File: config.mk
export PLATFORM = sky130hd
export DESIGN_NAME = hs_protocol_monitor
export DESIGN_NICKNAME = d
export VERILOG_FILES = /design/src/rtl/hs_mon_pkg.sv /design/src/rtl/hs_mon_channel.sv /design/src/rtl/hs_protocol_monitor.sv
export SDC_FILE = /design/constraint.sdc
export NUM_CORES = 1
export LEC_CHECK = 0
export CORE_ASPECT_RATIO = 1.1
export CORE_UTILIZATION = 40
export DETAILED_ROUTE_END_ITERATION = 7
export PLACE_DENSITY = 0.64
export SLEW_MARGIN = 20
export SYNTH_ARGS = -nofsm -noshare
export SYNTH_HDL_FRONTEND = slang
export SYNTH_SLANG_ARGS = --single-unit
File: constraint.sdc
create_clock -name clk -period 10.5 [get_ports clk]
set_input_delay 2.1 -clock clk [delete_from_list [all_inputs] [get_ports clk]]
set_output_delay 2.1 -clock clk [all_outputs]
set_load 0.01 [all_outputs]
File: src/rtl/hs_mon_pkg.sv
// Shared types and helpers for the valid/ready handshake monitor.
// The HS_MONITOR_FORMAL_EN macro (see hs_mon_channel) adds per-channel concurrent properties.
package hs_mon_pkg;

    typedef enum logic {
        ST_IDLE = 1'b0,
        ST_WAIT = 1'b1
    } ch_state_e;

    // Counter must reach MAX_WAIT+1 so a saturated stall never re-matches MAX_WAIT.
    function automatic int wait_cnt_width(input int max_wait);
        return $clog2(max_wait + 2);
    endfunction

    function automatic logic [31:0] sat_add(input logic [31:0] base,
                                            input logic [31:0] inc,
                                            input int          width);
        logic [32:0] sum;
        logic [32:0] lim;
        sum = {1'b0, base} + {1'b0, inc};
        lim = (33'd1 << width) - 33'd1;
        return (sum > lim) ? lim[31:0] : sum[31:0];
    endfunction

endpackage

File: src/rtl/hs_mon_channel.sv
// Single-channel handshake tracker: IDLE/WAIT FSM, held payload, wait counter, event strobes.
// Defining HS_MONITOR_FORMAL_EN adds concurrent properties on this channel.
module hs_mon_channel
    import hs_mon_pkg::*;
#(
    parameter int DATA_W   = 8,
    parameter int MAX_WAIT = 15
`ifdef HS_MONITOR_FORMAL_EN
    ,
    parameter int CH_IDX   = 0
`endif
) (
    input  logic              clk,
    input  logic              rst,
    input  logic              valid,
    input  logic              ready,
    input  logic [DATA_W-1:0] data,
    output logic              ev_stable,
    output logic              ev_drop,
    output logic              ev_timeout,
    output logic              busy
);

    localparam int WCW = wait_cnt_width(MAX_WAIT);
    localparam logic [WCW-1:0] WAIT_MAX = WCW'(MAX_WAIT);
    localparam logic [WCW-1:0] WAIT_SAT = WCW'(MAX_WAIT + 1);

    ch_state_e         state_q, state_d;
    logic [DATA_W-1:0] held_q, held_d;
    logic [WCW-1:0]    wait_cnt_q, wait_cnt_d;

    always_comb begin
        state_d    = state_q;
        held_d     = held_q;
        wait_cnt_d = wait_cnt_q;
        ev_stable  = 1'b0;
        ev_drop    = 1'b0;
        ev_timeout = 1'b0;
        case (state_q)
            ST_IDLE: begin
                if (valid && !ready) begin
                    state_d    = ST_WAIT;
                    held_d     = data;
                    wait_cnt_d = WCW'(1);
                end
            end
            ST_WAIT: begin
                // Payload is compared even on the accepting cycle.
                ev_stable = valid && (data != held_q);
                if (!valid) begin
                    ev_drop    = 1'b1;
                    state_d    = ST_IDLE;
                    wait_cnt_d = '0;
                end else if (ready) begin
                    state_d    = ST_IDLE;
                    wait_cnt_d = '0;
                end else begin
                    ev_timeout = (wait_cnt_q == WAIT_MAX);
                    if (wait_cnt_q != WAIT_SAT) begin
                        wait_cnt_d = wait_cnt_q + WCW'(1);
                    end
                end
            end
            default: state_d = ST_IDLE;
        endcase
    end

    always_ff @(posedge clk) begin
        if (rst) begin
            state_q    <= ST_IDLE;
            held_q     <= '0;
            wait_cnt_q <= '0;
        end else begin
            state_q    <= state_d;
            held_q     <= held_d;
            wait_cnt_q <= wait_cnt_d;
        end
    end

    assign busy = (state_q == ST_WAIT);

`ifdef HS_MONITOR_FORMAL_EN
    p_valid_hold: assert property (@(posedge clk) disable iff (rst)
        (valid && !ready) |=> valid)
        else $error("ch%0d: valid dropped while stalled", CH_IDX);

    p_data_stable: assert property (@(posedge clk) disable iff (rst)
        (valid && !ready) |=> $stable(data))
        else $error("ch%0d: data changed while stalled", CH_IDX);

    p_max_stall: assert property (@(posedge clk) disable iff (rst)
        !((state_q == ST_WAIT) && valid && !ready && (wait_cnt_q >= WAIT_MAX)))
        else $error("ch%0d: stall exceeded MAX_WAIT", CH_IDX);

    c_stalled_handshake: cover property (@(posedge clk) disable iff (rst)
        (valid && !ready) [*2:$] ##1 (valid && ready));
`endif

endmodule

File: src/rtl/hs_protocol_monitor.sv
// Multi-channel valid/ready protocol monitor: sticky per-channel error flags plus a
// saturating violation counter. HS_MONITOR_FORMAL_EN enables per-channel properties.
module hs_protocol_monitor
    import hs_mon_pkg::*;
#(
    parameter int NUM_CH   = 4,
    parameter int DATA_W   = 8,
    parameter int MAX_WAIT = 15,
    parameter int CNT_W    = 8
) (
    input  logic                     clk,
    input  logic                     rst,
    input  logic [NUM_CH-1:0]        valid,
    input  logic [NUM_CH-1:0]        ready,
    input  logic [NUM_CH*DATA_W-1:0] data,
    input  logic                     clear,
    output logic [NUM_CH-1:0]        err_stable,
    output logic [NUM_CH-1:0]        err_drop,
    output logic [NUM_CH-1:0]        err_timeout,
    output logic [CNT_W-1:0]         viol_count,
    output logic [NUM_CH-1:0]        busy
);

    logic [NUM_CH-1:0] ev_stable, ev_drop, ev_timeout;

    genvar gi;
    generate
        for (gi = 0; gi < NUM_CH; gi++) begin : g_ch
            hs_mon_channel #(
                .DATA_W   (DATA_W),
                .MAX_WAIT (MAX_WAIT)
`ifdef HS_MONITOR_FORMAL_EN
                ,
                .CH_IDX   (gi)
`endif
            ) u_ch (
                .clk        (clk),
                .rst        (rst),
                .valid      (valid[gi]),
                .ready      (ready[gi]),
                .data       (data[gi*DATA_W +: DATA_W]),
                .ev_stable  (ev_stable[gi]),
                .ev_drop    (ev_drop[gi]),
                .ev_timeout (ev_timeout[gi]),
                .busy       (busy[gi])
            );
        end
    endgenerate

    logic [NUM_CH-1:0] err_stable_q, err_stable_d;
    logic [NUM_CH-1:0] err_drop_q, err_drop_d;
    logic [NUM_CH-1:0] err_timeout_q, err_timeout_d;
    logic [CNT_W-1:0]  viol_count_q, viol_count_d;
    logic [CNT_W-1:0]  cnt_base;
    logic [31:0]       ev_total;

    // clear wipes history, but events of the clearing cycle land on the fresh value.
    always_comb begin
        ev_total      = 32'($countones({ev_stable, ev_drop, ev_timeout}));
        err_stable_d  = (clear ? '0 : err_stable_q)  | ev_stable;
        err_drop_d    = (clear ? '0 : err_drop_q)    | ev_drop;
        err_timeout_d = (clear ? '0 : err_timeout_q) | ev_timeout;
        cnt_base      = clear ? '0 : viol_count_q;
        viol_count_d  = CNT_W'(sat_add(32'(cnt_base), ev_total, CNT_W));
    end

    always_ff @(posedge clk) begin
        if (rst) begin
            err_stable_q  <= '0;
            err_drop_q    <= '0;
            err_timeout_q <= '0;
            viol_count_q  <= '0;
        end else begin
            err_stable_q  <= err_stable_d;
            err_drop_q    <= err_drop_d;
            err_timeout_q <= err_timeout_d;
            viol_count_q  <= viol_count_d;
        end
    end

    assign err_stable  = err_stable_q;
    assign err_drop    = err_drop_q;
    assign err_timeout = err_timeout_q;
    assign viol_count  = viol_count_q;

endmodule

==> results of run 1 <==
-- logic make-up (layout without fill, tap and decap cells) --
kind of cell	count (synthesis)	in the layout	synth area share [%]
xor+xnor	34	34	7.40
fa+ha+maj	29	29	10.5
flops	76	76	37.8
simple gates	150	150	19.1
buf+inv	45	106	4.60
compound gates	150	150	20.6
-- per-stage QoR --
stage / cell area, sq um / hold slack (ns)
2_1_floorplan: 4030 / 0.465
3_3_place_gp: 4740 / 0.462
3_5_place_dp: 4740 / 0.459
4_1_cts: 4980 / 0.477
5_1_grt: 4980 / 0.501
6_report: 4980 / 0.476
-- worst max-delay path by stage --
stage              from                       end  slack [ns]  depth (start not counted)
3_3_place_gp      clear  viol_count[7]$_SDFF_PP0_        3.45                         15
6_report          clear  viol_count[7]$_SDFF_PP0_        3.73                         15
5_1_grt           clear  viol_count[7]$_SDFF_PP0_        3.43                         15
4_1_cts           clear  viol_count[7]$_SDFF_PP0_        3.75                         15
3_5_place_dp      clear  viol_count[7]$_SDFF_PP0_        3.36                         15
2_1_floorplan  data[23]  viol_count[6]$_SDFF_PP0_        4.23                         16
-- sequential cells by signal, indices dropped and copies added, names as in the netlist --
name                  count
err_drop                  4
err_stable                4
err_timeout               4
g_ch.u_ch.busy            4
g_ch.u_ch.held_q         32
g_ch.u_ch.wait_cnt_q     20
viol_count                8
-- layout make-up --
type	instances	area (sq um)
Fill cell	949	4860
Multi-Input combinational cell	363	2320
Sequential cell	76	1520
Timing Repair Buffer	67	663
Tap cell	120	150
Clock buffer	11	141
Clock inverter	4	97.6
Inverter	24	90.1
-- metal layers --
layer / GRT usage (%) / part of all wire, %
met5: 0 / 0
met4: 4.87 / 1.2
met3: 4.82 / 4.4
met2: 29.3 / 48
met1: 21.5 / 47
-- power breakdown --
| group | switching (W) | total [W] | internal [W] |
|---|---|---|---|
| clock | 0.000103 | 0.000266 | 0.000163 |
| sequential | 0.00000856 | 0.000306 | 0.000297 |
| combinational | 0.0000366 | 0.0000740 | 0.0000374 |
| total | 0.000148 | 0.000646 | 0.000498 |
-- cells in the final DEF (no fill, tap or decap), types with 10 or more instances in the layout --
| cell type | n |
|---|---|
| nand2_1 | 46 |
| o21ai_0 | 55 |
| a21oi_1 | 66 |
| inv_1 | 24 |
| xor2_1 | 18 |
| clkdlybuf4s50_1 | 65 |
| clkbuf_8 | 10 |
| ha_1 | 21 |
| dfxtp_1 | 76 |
| nor2_1 | 41 |
| nor2b_1 | 14 |
| xnor2_1 | 16 |
-- critical path, cell delays in order --
cell	delay, ns
clkdlybuf4s50_1	0.56
inv_1	0.43
nand2_1	0.15
fa_1	0.53
fa_1	0.52
fa_1	0.54
inv_1	0.05
fa_1	0.50
fa_1	0.47
inv_1	0.09
fa_1	0.24
nor2b_4	0.05
o31a_1	0.31
o211ai_2	0.30
a31oi_1	0.13
==> metrics.md, run 1 <==
| Metric | Value |
|---|---|
| Die ar. | 0.0105 sq mm |
| Post-synth top cells | dfxtp_1 (76), a21oi_1 (66), o21ai_0 (55), nand2_1 (46), nor2_1 (41) |
| Vias in the first global route | 3,368 |
| Initial Util | 40.9% |
| Area grow syn2layout | 23.8% |
| Post-DR wirelength/cell | 13.0 um |
| Least-Margin Pin Slew | 0.788 ns |
| Fin crit period | 6.77 ns |
| Worst hold start | err_drop[2]$_SDFF_PP0_ |
| Routability congestion estimate from global placement | 0.842 |
| Post-synthesis cell type count | 39 |
| Synth Register Bits | 76 |
| Routed WL | 8.65 mm |
| DR pass1 iterations | 6 |
| Sequential area share after synthesis | 37.8% |
| # diodes | 0 |
| Top Ports | 67 |
| EDFF count, synth | 0 |
| Post-route insts no fill | 665 |
| Run status | finished, violations left |
| Synth Net Count | 556 |
| Die width | 97.7 um |
| Max Fclk | 148 MHz |
| Overall power | 0.000646 W |
| Initial DRC Count | 119 |
| Post-layout net count | 613 |
| DR vias | 3,494 |
| Final WS setup | 3.73 ns |
| WP data required | 10.71 ns |
| Initial antenna violation count | 0 |
| Largest net degree at the start of global routing | 75 |
| H-tree levels | 3 |
| Worst slack at placement | 3.36 ns |
| Number of port buffers | 66 |
| R2r startpoint | g_ch[2].u_ch.wait_cnt_q[0]$_SDFFE_PP0P_ |
| Postcts setup bufs | 0 |
| Crit Path Class | in2reg |
| Worst path arrival time | 6.98 ns |
| Failing checks | design-rule violations |
| Reg clk slew, reported paths | 0.08 ns |
| GRT overflow | 0 |
| Vias per std cell | 5.25 |
| CTS Buf Count | 9 |
| Clk_lat worst skew | 0.35 ns |
| Clk buf depth | 2 |
| Reg2Reg Depth | 17 |
| Fin util | 50.6% |
| RSZ-0062 raised after global routing | no |
| Count leader, synth | dfxtp_1 |
| Post-Place Cells | 650 |
| CTS root buffer | clkbuf_8 |
| Layout cell share with drive strength beyond 1 | 3.30% |
| DRC violations left | 8 |
| PD cells | 130 mW/mm^2 |
| Hold path depth | 2 |
| Ys flop type | dfxtp_1 |
| Post-route antenna net violation count | 0 |
| CP max FO | 15 |
| GRT Total Usage | 17.3% |
| Syn Inst Count | 484 |
| Synth area leader | dfxtp_1 |
| Hold-fix buffers at CTS | 0 |
| R2R Setup Slk | 5.49 ns |
| RR Endpoint | viol_count[7]$_SDFF_PP0_ |
| Row count | 38 |
| Min-Delay Endpoint | err_drop[2]$_SDFF_PP0_ |
| Skew final | 0.0102 ns |
| Synth area leaders | dfxtp_1 (38%), a21oi_1 (8.2%), o21ai_0 (6.8%) |
| CP Launch Type | input port |
| LEAKAGE | 1.87 nW |
| Detailed placer's ending HPWL | 6.33 mm |
| Synth async-reset ratio | 0% |
| Max Slew Vio Count | 0 |
| Worst setup EP type | flip-flop |
| Peak VDD IR | 0.0689 mV |
| # clock sinks | 76 |
| Max-cap viol count | 0 |
| Global-route wire length before repair | 14.7 mm |
| Mapped Avg Cell Area | 8.32 sq um |
| Post-synth top area share | 37.8% |
| Slew Limit Headroom | 47.5% |
| CTS tree | done |
| Post-CTS sizing | 0 |
| Worst min-delay path category | reg2reg |
| Final hold vios | 0 |
| Period Utilization, post-route | 64.5% |
| Final setup viols | 0 |
| Synthesized area | 0.00403 sq mm |
| Die H | 107 um |
| Core Footprint | 0.00984 sq mm |
| Setup TNS | 0 ns |
| Warnings from Yosys | 0 |
Note: power is estimated with default switching activity, not from simulation.
==> run 2: changes to the inputs <==
- PLACE_DENSITY: 0.64 -> 0.66
- clock period: 10.5 -> 6.2 ns (I/O delays scaled with it)
==> metrics.md, run 2 (synthesis gave the netlist of run 1 again) <==
| Metric | Value |
|---|---|
| Clk_lat worst skew | 0.35 ns (about the same) |
| H-tree levels | 3 (unchanged) |
| Die H | 107 um (unchanged) |
| Register area | 0.00152 sq mm (unchanged) |
| Slew Limit Headroom | 47.8% (+0.35 points) |
| Post-route insts no fill | 670 (+0.75%) |
| Met3 usage | 3.59% (-1.2 points) |
| Top Ports | 67 (unchanged) |
| Largest register FFs | 32 (unchanged) |
| GRT Total Usage | 18.2% (+0.90 points) |
| Postcts setup bufs | 0 (unchanged) |
| Vias in the first global route | 3,405 (+1.1%) |
| Worst path arrival time | 6.00 ns (-0.98 ns) |
| Final hold vios | 0 (unchanged) |
| Global-route wire length before repair | 15.4 mm (+4.8%) |
| PD cells | 222 mW/mm^2 (+71%) |
| Vias per std cell | 5.29 (+0.59%) |
| Reg2Reg Depth | 17 (unchanged) |
| Failing checks | design-rule violations |
| Fin crit period | 5.80 ns |
| RR Endpoint | viol_count[1]$_SDFF_PP0_ |
| # clock sinks | 76 (unchanged) |
| Fin util | 51.1% (+0.42 points) |
| Max-cap viol count | 0 (unchanged) |
| Post-layout net count | 617 (+0.65%) |
| Max Fclk | 172 MHz |
| Worst min-delay path category | reg2reg |
| Most flops, register | g_ch.u_ch.held_q |
| CP max FO | 6 (-9) |
| CTS Buf Count | 9 (unchanged) |
| R2R Setup Slk | 1.17 ns (-4.32 ns) |
| Peak VDD IR | 0.140 mV (+100%) |
| Least-Margin Pin Slew | 0.783 ns (-0.00519 ns) |
| CTS tree | done |
| Run status | finished, violations left |
| WHS | 0.467 ns (-0.00925 ns) |
| Critical Path Start | data[23] |
| Largest net degree at the start of global routing | 75 (unchanged) |
| Placed inst area | 0.00477 sq mm (+0.63%) |
| Most common cell after layout, fill and taps aside | dfxtp_1 |
| Max Slew Vio Count | 0 (unchanged) |
| Routed WL | 9.09 mm (+5.0%) |
| GRT overflow | 0 (unchanged) |
| CTS root buffer | clkbuf_8 |
| Commonest non-fill, non-tap cells in the layout | dfxtp_1 (76), a21oi_1 (66), clkdlybuf4s50_1 (65), o21ai_0 (55), nand2_1 (46) |
| Worst setup EP type | flip-flop |
| M1 GR Usage | 22.2% (+0.72 points) |
| Skew final | 0.0109 ns (+0.000708 ns) |
| Die ar. | 0.0105 sq mm (unchanged) |
| DR vias | 3,541 (+1.3%) |
| Crit Path Class | in2reg |
| Clk buf depth | 2 (unchanged) |
| Multi-input logic area | 0.00232 sq mm (unchanged) |
| Post-route design area | 0.00502 sq mm (+0.83%) |
| Reg clk slew, reported paths | 0.08 ns (about the same) |
| Post-Place Cells | 654 (+0.62%) |
| R2r startpoint | g_ch[2].u_ch.wait_cnt_q[0]$_SDFFE_PP0P_ |
| Period Utilization, post-route | 93.5% |
| Setup TNS | 0 ns (unchanged) |
| LEAKAGE | 1.90 nW (+1.6%) |
| Initial antenna violation count | 0 (unchanged) |
| CP Capture Point | viol_count[1]$_SDFF_PP0_ |
| Post-CTS sizing | 0 (unchanged) |
| RSZ-0062 raised after global routing | no |
| Layout cell share with drive strength beyond 1 | 4.18% (+0.88 points) |
| Area grow syn2layout | 24.8% |
| DRC violations left | 8 (unchanged) |
| Final setup viols | 0 (unchanged) |
| GR peak layer | met2 |
| Met2 Resource Use GR | 31.7% (+2.4 points) |
| Hold-fix buffers at CTS | 0 (unchanged) |
| Routability congestion estimate from global placement | 0.785 (-6.8%) |
| Filler cells | 958 (+0.95%) |
| Initial Util | 40.9% (unchanged) |
| CP Launch Type | input port |
| Row count | 38 (unchanged) |
| # diodes | 0 (unchanged) |
| Die width | 97.7 um (unchanged) |
| Post-route antenna net violation count | 0 (unchanged) |
| Number of port buffers | 66 (unchanged) |
| DR pass1 iterations | 6 (unchanged) |
| WP data required | 6.40 ns (-4.31 ns) |
| Post-DR wirelength/cell | 13.6 um (+4.2%) |
| Core Footprint | 0.00984 sq mm (unchanged) |
| Initial DRC Count | 134 (+13%) |
| Detailed placer's ending HPWL | 6.47 mm (+2.2%) |
-- run 2: changes by cell type in the layout (fill, tap and decap cells not counted), sizes merged --
cell | before | now
buf | 2 | 6
clkbuf | 11 | 12
clkinv | 0 | 1
clkinvlp | 1 | 0
-- run 2: area by class of cell --
type,instances,area share [%]
Clock inverter,4,1.89
Multi-Input combinational cell,363,46.2
Tap cell,120,2.99
Clock buffer,12,3.09
Timing Repair Buffer,71,13.8
Inverter,24,1.79
Sequential cell,76,30.3
-- run 2: stage by stage --
| stage | setup slack (ns) | total power [W] |
|---|---|---|
| floorplan | 0.791 | 0.000597 |
| global placement | 0.104 | 0.000655 |
| detailed placement | 0.00950 | 0.000659 |
| CTS | 0.373 | 0.00113 |
| global route | 0.0744 | 0.00116 |
| finish | 0.401 | 0.00111 |
-- run 2: how the worst min path moves through the flow --
stage,start,to,slack (ns),depth (start not counted)
5_1_grt,g_ch[2].u_ch.held_q[0]$_SDFFE_PP0P_,g_ch[2].u_ch.held_q[0]$_SDFFE_PP0P_,0.51,2
2_1_floorplan,g_ch[1].u_ch.held_q[0]$_SDFFE_PP0P_,g_ch[1].u_ch.held_q[0]$_SDFFE_PP0P_,0.47,2
3_3_place_gp,err_drop[2]$_SDFF_PP0_,err_drop[2]$_SDFF_PP0_,0.46,2
4_1_cts,err_timeout[0]$_SDFF_PP0_,err_timeout[0]$_SDFF_PP0_,0.47,2
3_5_place_dp,err_timeout[0]$_SDFF_PP0_,err_timeout[0]$_SDFF_PP0_,0.46,2
6_report,err_stable[0]$_SDFF_PP0_,err_stable[0]$_SDFF_PP0_,0.47,2
-- run 2: worst max-delay path, cell delays in order --
cell and delay (ns):
clkdlybuf4s50_1 0.44, xor2_1 0.15, nor4_1 0.32, a21oi_1 0.18, fa_1 0.50, inv_1 0.05
fa_1 0.46, fa_1 0.54, inv_1 0.05, fa_1 0.50, fa_1 0.48, inv_1 0.09
fa_1 0.24, nor2b_4 0.05, o31a_1 0.30, o211ai_2 0.28, a21oi_1 0.12
-- run 2: layer usage --
layer | share of wire (%) | vias up | wire [um]
met2 | 49 | 61 | 4440
met1 | 47 | 1673 | 4230
met4 | 1.2 | 0 | 108
li1 | - | 1798 | -
met5 | 0 | - | 0
met3 | 3.4 | 9 | 306
-- run 2: power breakdown --
group	internal, W	leakage [nW]	switching, W
clock network	0.000289	0.127	0.000178
logic	0.0000653	1.15	0.0000639
registers	0.000504	0.618	0.0000144
